### config.mk
export PLATFORM = sky130hd
export DESIGN_NAME = phy_tx_sym_enc
export DESIGN_NICKNAME = d
export VERILOG_FILES = /design/src/rtl/phy_pkg.sv /design/src/rtl/phy_crc32.sv /design/src/rtl/phy_tx_sym_enc.sv
export SDC_FILE = /design/constraint.sdc
export NUM_CORES = 1
export LEC_CHECK = 0
export ABC_CLOCK_PERIOD_IN_PS = 1700
export BUFFER_PORTS_ARGS = -buffer_cell sky130_fd_sc_hd__buf_2
export CORE_MARGIN = 4
export CORE_UTILIZATION = 45
export CTS_CLUSTER_SIZE = 12
export DETAILED_ROUTE_END_ITERATION = 10
export PLACE_DENSITY_LB_ADDON = 0.25
export SYNTH_ARGS = -nofsm -noshare
export SYNTH_HDL_FRONTEND = slang
export SYNTH_SLANG_ARGS = --single-unit
### constraint.sdc
create_clock -name clk -period 1.7 [get_ports clk]
set_input_delay 0.17 -clock clk [delete_from_list [all_inputs] [get_ports clk]]
set_output_delay 0.17 -clock clk [all_outputs]
set_load 0.02 [all_outputs]
### src/rtl/phy_pkg.sv
// Shared PHY definitions: 4b5b table, K-codes, CRC-32 constants and the TX encoder FSM states.
// The CRC helpers are used by phy_crc32 when PHY_TX_CRC_EN is defined.
package phy_pkg;

    localparam logic [4:0] K_EOP   = 5'b01101;
    localparam logic [4:0] K_SYNC1 = 5'b11000;
    localparam logic [4:0] K_SYNC2 = 5'b10001;
    localparam logic [4:0] K_SYNC3 = 5'b00110;
    localparam logic [4:0] K_RST1  = 5'b00111;
    localparam logic [4:0] K_RST2  = 5'b11001;

    localparam logic [31:0] CRC_POLY = 32'hEDB88320;
    localparam logic [31:0] CRC_INIT = 32'hFFFFFFFF;

    typedef enum logic [2:0] {
        StIdle,
        StDataLo,
        StDataHi,
        StWaitByte,
        StCrc,
        StEop
    } phy_tx_state_e;

    function automatic logic [4:0] enc4b5b(input logic [3:0] nib);
        logic [4:0] sym;
        case (nib)
            4'h0: sym = 5'b11110;
            4'h1: sym = 5'b01001;
            4'h2: sym = 5'b10100;
            4'h3: sym = 5'b10101;
            4'h4: sym = 5'b01010;
            4'h5: sym = 5'b01011;
            4'h6: sym = 5'b01110;
            4'h7: sym = 5'b01111;
            4'h8: sym = 5'b10010;
            4'h9: sym = 5'b10011;
            4'hA: sym = 5'b10110;
            4'hB: sym = 5'b10111;
            4'hC: sym = 5'b11010;
            4'hD: sym = 5'b11011;
            4'hE: sym = 5'b11100;
            default: sym = 5'b11101;
        endcase
        return sym;
    endfunction

    // Reflected CRC-32, one byte, LSB first.
    function automatic logic [31:0] crc32_byte(input logic [31:0] crc, input logic [7:0] b);
        logic [31:0] c;
        c = crc ^ {24'h0, b};
        for (int i = 0; i < 8; i++) begin
            c = c[0] ? ((c >> 1) ^ CRC_POLY) : (c >> 1);
        end
        return c;
    endfunction

    function automatic logic [3:0] crc_nibble(input logic [31:0] crc_out, input logic [2:0] idx);
        return crc_out[{idx, 2'b00} +: 4];
    endfunction

endpackage

### src/rtl/phy_crc32.sv
// Byte-wise USB PD CRC-32 register; init has priority over update.
// Instantiated by phy_tx_sym_enc only when PHY_TX_CRC_EN is defined.
module phy_crc32
    import phy_pkg::*;
(
    input  logic        clk,
    input  logic        rst,
    input  logic        init,
    input  logic        upd,
    input  logic [7:0]  byte_in,
    output logic [31:0] crc
);

    logic [31:0] r_crc;

    always_ff @(posedge clk) begin
        if (rst || init) begin
            r_crc <= CRC_INIT;
        end else if (upd) begin
            r_crc <= crc32_byte(r_crc, byte_in);
        end
    end

    assign crc = r_crc;

endmodule

### src/rtl/phy_tx_sym_enc.sv
// USB PD TX symbol encoder: payload bytes -> 4b5b symbols, optional CRC-32 trailer, then EOP.
// Define PHY_TX_CRC_EN to insert the 8 CRC symbols; otherwise upstream supplies CRC bytes.
module phy_tx_sym_enc
    import phy_pkg::*;
#(
    parameter int unsigned SYM_W  = 5,
    parameter int unsigned BYTE_W = 8
) (
    input  logic              clk,
    input  logic              rst,
    input  logic              pl2phy_tx_payload_en,
    input  logic [BYTE_W-1:0] pl2phy_tx_payload,
    input  logic              pl2phy_tx_payload_last,
    output logic              phy2pl_tx_payload_done,
    input  logic              pl2phy_tx_abort,
    output logic              enc2ser_sym_vld,
    output logic [SYM_W-1:0]  enc2ser_sym,
    input  logic              ser2enc_sym_rdy,
    output logic              phy2pl_tx_frame_done
);

    phy_tx_state_e     r_state;
    logic              r_vld;
    logic [SYM_W-1:0]  r_sym;
    logic              r_done;
    logic              r_frame_done;
    logic [BYTE_W-1:0] r_byte;
    logic              r_last;
    logic              w_acc;

    assign w_acc = r_vld & ser2enc_sym_rdy;

`ifdef PHY_TX_CRC_EN
    logic [2:0]  r_cnt;
    logic [31:0] w_crc;
    logic [31:0] w_crc_out;
    logic        w_crc_init;
    logic        w_crc_upd;

    assign w_crc_init = pl2phy_tx_abort | ((r_state == StIdle) & pl2phy_tx_payload_en);
    assign w_crc_upd  = ~pl2phy_tx_abort & (r_state == StDataHi) & w_acc;
    assign w_crc_out  = ~w_crc;

    phy_crc32 u_crc (
        .clk     (clk),
        .rst     (rst),
        .init    (w_crc_init),
        .upd     (w_crc_upd),
        .byte_in (r_byte[7:0]),
        .crc     (w_crc)
    );
`endif

    always_ff @(posedge clk) begin
        if (rst || pl2phy_tx_abort) begin
            r_state      <= StIdle;
            r_vld        <= 1'b0;
            r_sym        <= '0;
            r_done       <= 1'b0;
            r_frame_done <= 1'b0;
            r_byte       <= '0;
            r_last       <= 1'b0;
`ifdef PHY_TX_CRC_EN
            r_cnt        <= 3'd0;
`endif
        end else begin
            r_done       <= 1'b0;
            r_frame_done <= 1'b0;
            case (r_state)
                StIdle, StWaitByte: begin
                    if (pl2phy_tx_payload_en) begin
                        r_byte  <= pl2phy_tx_payload;
                        r_last  <= pl2phy_tx_payload_last;
                        r_sym   <= enc4b5b(pl2phy_tx_payload[3:0]);
                        r_vld   <= 1'b1;
                        r_state <= StDataLo;
                    end
                end
                StDataLo: begin
                    if (w_acc) begin
                        r_sym   <= enc4b5b(r_byte[7:4]);
                        r_state <= StDataHi;
                    end
                end
                StDataHi: begin
                    if (w_acc) begin
                        r_done <= 1'b1;
                        if (r_last) begin
`ifdef PHY_TX_CRC_EN
                            // One idle cycle lets the CRC register absorb this byte.
                            r_vld   <= 1'b0;
                            r_cnt   <= 3'd0;
                            r_state <= StCrc;
`else
                            r_sym   <= K_EOP;
                            r_state <= StEop;
`endif
                        end else begin
                            r_vld   <= 1'b0;
                            r_state <= StWaitByte;
                        end
                    end
                end
`ifdef PHY_TX_CRC_EN
                StCrc: begin
                    if (!r_vld) begin
                        r_sym <= enc4b5b(crc_nibble(w_crc_out, r_cnt));
                        r_vld <= 1'b1;
                    end else if (w_acc) begin
                        if (r_cnt == 3'd7) begin
                            r_sym   <= K_EOP;
                            r_state <= StEop;
                        end else begin
                            r_cnt <= r_cnt + 3'd1;
                            r_sym <= enc4b5b(crc_nibble(w_crc_out, r_cnt + 3'd1));
                        end
                    end
                end
`endif
                StEop: begin
                    if (w_acc) begin
                        r_vld        <= 1'b0;
                        r_frame_done <= 1'b1;
                        r_state      <= StIdle;
                    end
                end
                default: begin
                    r_vld   <= 1'b0;
                    r_state <= StIdle;
                end
            endcase
        end
    end

    assign enc2ser_sym_vld        = r_vld;
    assign enc2ser_sym            = r_sym;
    assign phy2pl_tx_payload_done = r_done;
    assign phy2pl_tx_frame_done   = r_frame_done;

endmodule
==> results.cfg <==
[cts]
cts_root_buf = clkbuf_4
path_clk_slew_ns = 0.11
cts_sinks = 21
clk_latency_ns = 0.29
htreeDepth = 1
clockBufferDepth = 2
postCtsHoldBufs = 0
cts_tree = yes
cts_buffers = 3

[global_routing]
grt_pass1_wl_um = 4050
grt_pass1_vias = 924
groute.usage.overall_pct = 15.5
grt-ovfl-total = 0
grt_max_degree = 17
antenna_found_initial = 0

[route]
routed-wl-met3_um = 163
routed_wl_um = 2490
drtPass1Iterations = 4
route.detailed.drc = 0
vias = 1030
viasPerCell = 5.75
routed.top_layer = met4
dr_wl_met2_um = 1250
dr.first_iter.drc_count = 22
met1_length_um = 1060
ant_nets = 0
post_drt_wl_per_cell_um = 13.9

[min_path]
hold_class = input pin to register

[power]
ir_drop_uv = 492
clkPwrFrac_pct = 25.2
internal-power_mw = 0.680
swShare_pct = 26.6
seq_power_share_pct = 56.4
finalPower_mw = 0.926
netSwitchingPower_mw = 0.246
powerDensity_nw_per_um2 = 721
cellLeakagePower_nw = 0.540
power_frac_comb_pct = 18.5

[die]
initial_core_util_pct = 47.8
ios = 22
std_cell_rows = 17
coreArea_um2 = 2250
die_h_um = 57.0
die_w_um = 57.0
dieArea_um2 = 3240

[place]
place_congestion = 0.984
dp_hpwl_um = 1910
dp_slack_ns = 0.0261
port_buffers = 21
place_area_um2 = 1230
dpl.cell_count = 173

[timing]
setup_viol_count_final = 0
timing_hold_violations_final = 0
relSlewSlack_pct = 71.9
worst_slack_ns = 0.0462
drv_slew = 0
period_share_pct = 97.3
fmax_mhz = 605
holdWs_ns = 0.108
min_period_ns = 1.65
tightest_slew_ns = 0.420
fin_skew_ns = 0.00403

[cells_and_area]
drive_gt1_share_pct = 29.8
design_area_um2 = 1280
fin_nets = 166
finalNonFillerCells = 179
area_growth_pct = 19.1
final_common_cell = buf_2
n_antenna_cell = 0
final_cell_mix = buf_2 (21), dfxtp_1 (20), nor2_1 (15)

[setup_path]
worst-r2r-setup-slack_ns = 0.05
crit_arrival_ns = 1.83
regToRegStartpoint = r_state[0]
critical_path_class = register to register
critPathMaxFanout = 9
start_kind = register
startpoint = r_state[0]
required_ns = 1.88
rr_worst_depth = 5
critPathCaptureType = register

[synth]
seq_area_frac_synth_pct = 39.0
ys_ff_latch = 21
syn_nets = 138
synthesis.instances = 124
synth_cell_types = 41
ys_warn_count = 0
synth.avg_cell_area_um2 = 8.70
syn_area_um2 = 1080

[flow_run]
drv_cap = 0

[run_status]
status = finished, final reports clean
## Yosys cell counts
library cell	n	area, µm²
nand3_1	2	10.0
a222oi_1	1	10.0
nor3b_1	1	7.51
nor2_1	16	60.1
xnor2_1	2	17.5
nand3b_1	2	15.0
nor3_2	1	10.0
o211a_1	1	10.0
nor2b_1	2	12.5
clkbuf_1	4	15.0
nand2b_1	4	25.0
nand3b_2	1	11.3
buf_6	2	22.5
o22a_1	2	17.5
a211o_4	1	17.5
nand2_1	6	22.5
o211ai_1	2	15.0
xor2_1	1	8.76
a211oi_1	4	30.0
mux2i_2	1	13.8
mux2i_1	3	30.0
inv_1	4	15.0
or2_4	1	8.76
nor3_1	3	15.0
o32ai_1	1	8.76
a21bo_2	1	10.0
and3_1	1	6.26
o22ai_1	4	25.0
clkbuf_2	1	5.00
o21ai_1	1	5.00
or2_2	1	6.26
o221ai_1	1	8.76
o2111ai_1	2	17.5
a21oi_1	11	55.1
dfxtp_1	21	420
nor4b_1	1	8.76
and4b_1	1	10.0
mux2i_4	1	22.5
a31oi_1	1	6.26
a21boi_0	1	7.51
o21ai_0	7	35.0
## what timing repair did
item | 4_1_cts | 5_1_grt
resized for setup | 2 | 5
buffers inserted | 0 | 2
pin swaps | 0 | 1
endpoints found under the setup margin | 1 | 4
## metal layers
metal  vias up  track usage, %
met5         -               0
met4         0            5.96
met3         2            2.49
met2        39            26.4
met1       479            19.7
li1        510               -
## power by group through the flow
| stage | Combinational, mW | Clock [mW] | Sequential, mW |
|---|---|---|---|
| after floorplan | 0.105 | 0 | 0.537 |
| final | 0.171 | 0.233 | 0.522 |
| after detailed placement | 0.161 | 0 | 0.534 |
| after global placement | 0.159 | 0 | 0.532 |
| after CTS | 0.164 | 0.243 | 0.523 |
| after global routing | 0.189 | 0.264 | 0.524 |
## cell families (layout without fill, tap and decap cells)
group           Yosys count  after routing  synth area share (%)
compound gates           41             41                  25.9
xor+xnor                  3              3                  2.44
buf+inv                  11             38                  5.34
flops                    21             21                  39.0
mux                       5              5                  6.15
simple gates             43             43                  21.2
## metrics by stage
stage / setup TNS (ns) / utilization, %
after detailed placement: 0 / 54.5
final: 0 / 57.0
after floorplan: 0 / -
after global routing: -0.0153 / 57.0
after CTS: 0 / 55.9
after global placement: 0 / 54.5
## critical path, stage by stage (launching register included)
cell and delay (ns):
dfxtp_4 0.39, or2_4 0.24, a211o_4 0.40, buf_4 0.18
a211oi_1 0.20, o22ai_1 0.12
## worst min-delay path by stage
stage                                 from  endpoint  slack (ns)  cells after the start
floorplan           pl2phy_tx_payload_last    r_last        0.31                      2
global placement    pl2phy_tx_payload_last    r_last        0.42                      3
detailed placement  pl2phy_tx_payload_last    r_last        0.43                      3
CTS                 pl2phy_tx_payload_last    r_last        0.11                      3
global route        pl2phy_tx_payload_last    r_last        0.13                      3
finish              pl2phy_tx_payload_last    r_last        0.11                      3
## cell type report
type / instances / area [µm²]
Timing Repair Buffer: 30 / 173
Sequential cell: 21 / 424
Multi-Input combinational cell: 92 / 612
Clock buffer: 4 / 26.3
Fill cell: 229 / 970
Inverter: 4 / 15.0
Tap cell: 28 / 35.0
No activity file was read; power rests on OpenSTA's default activity.
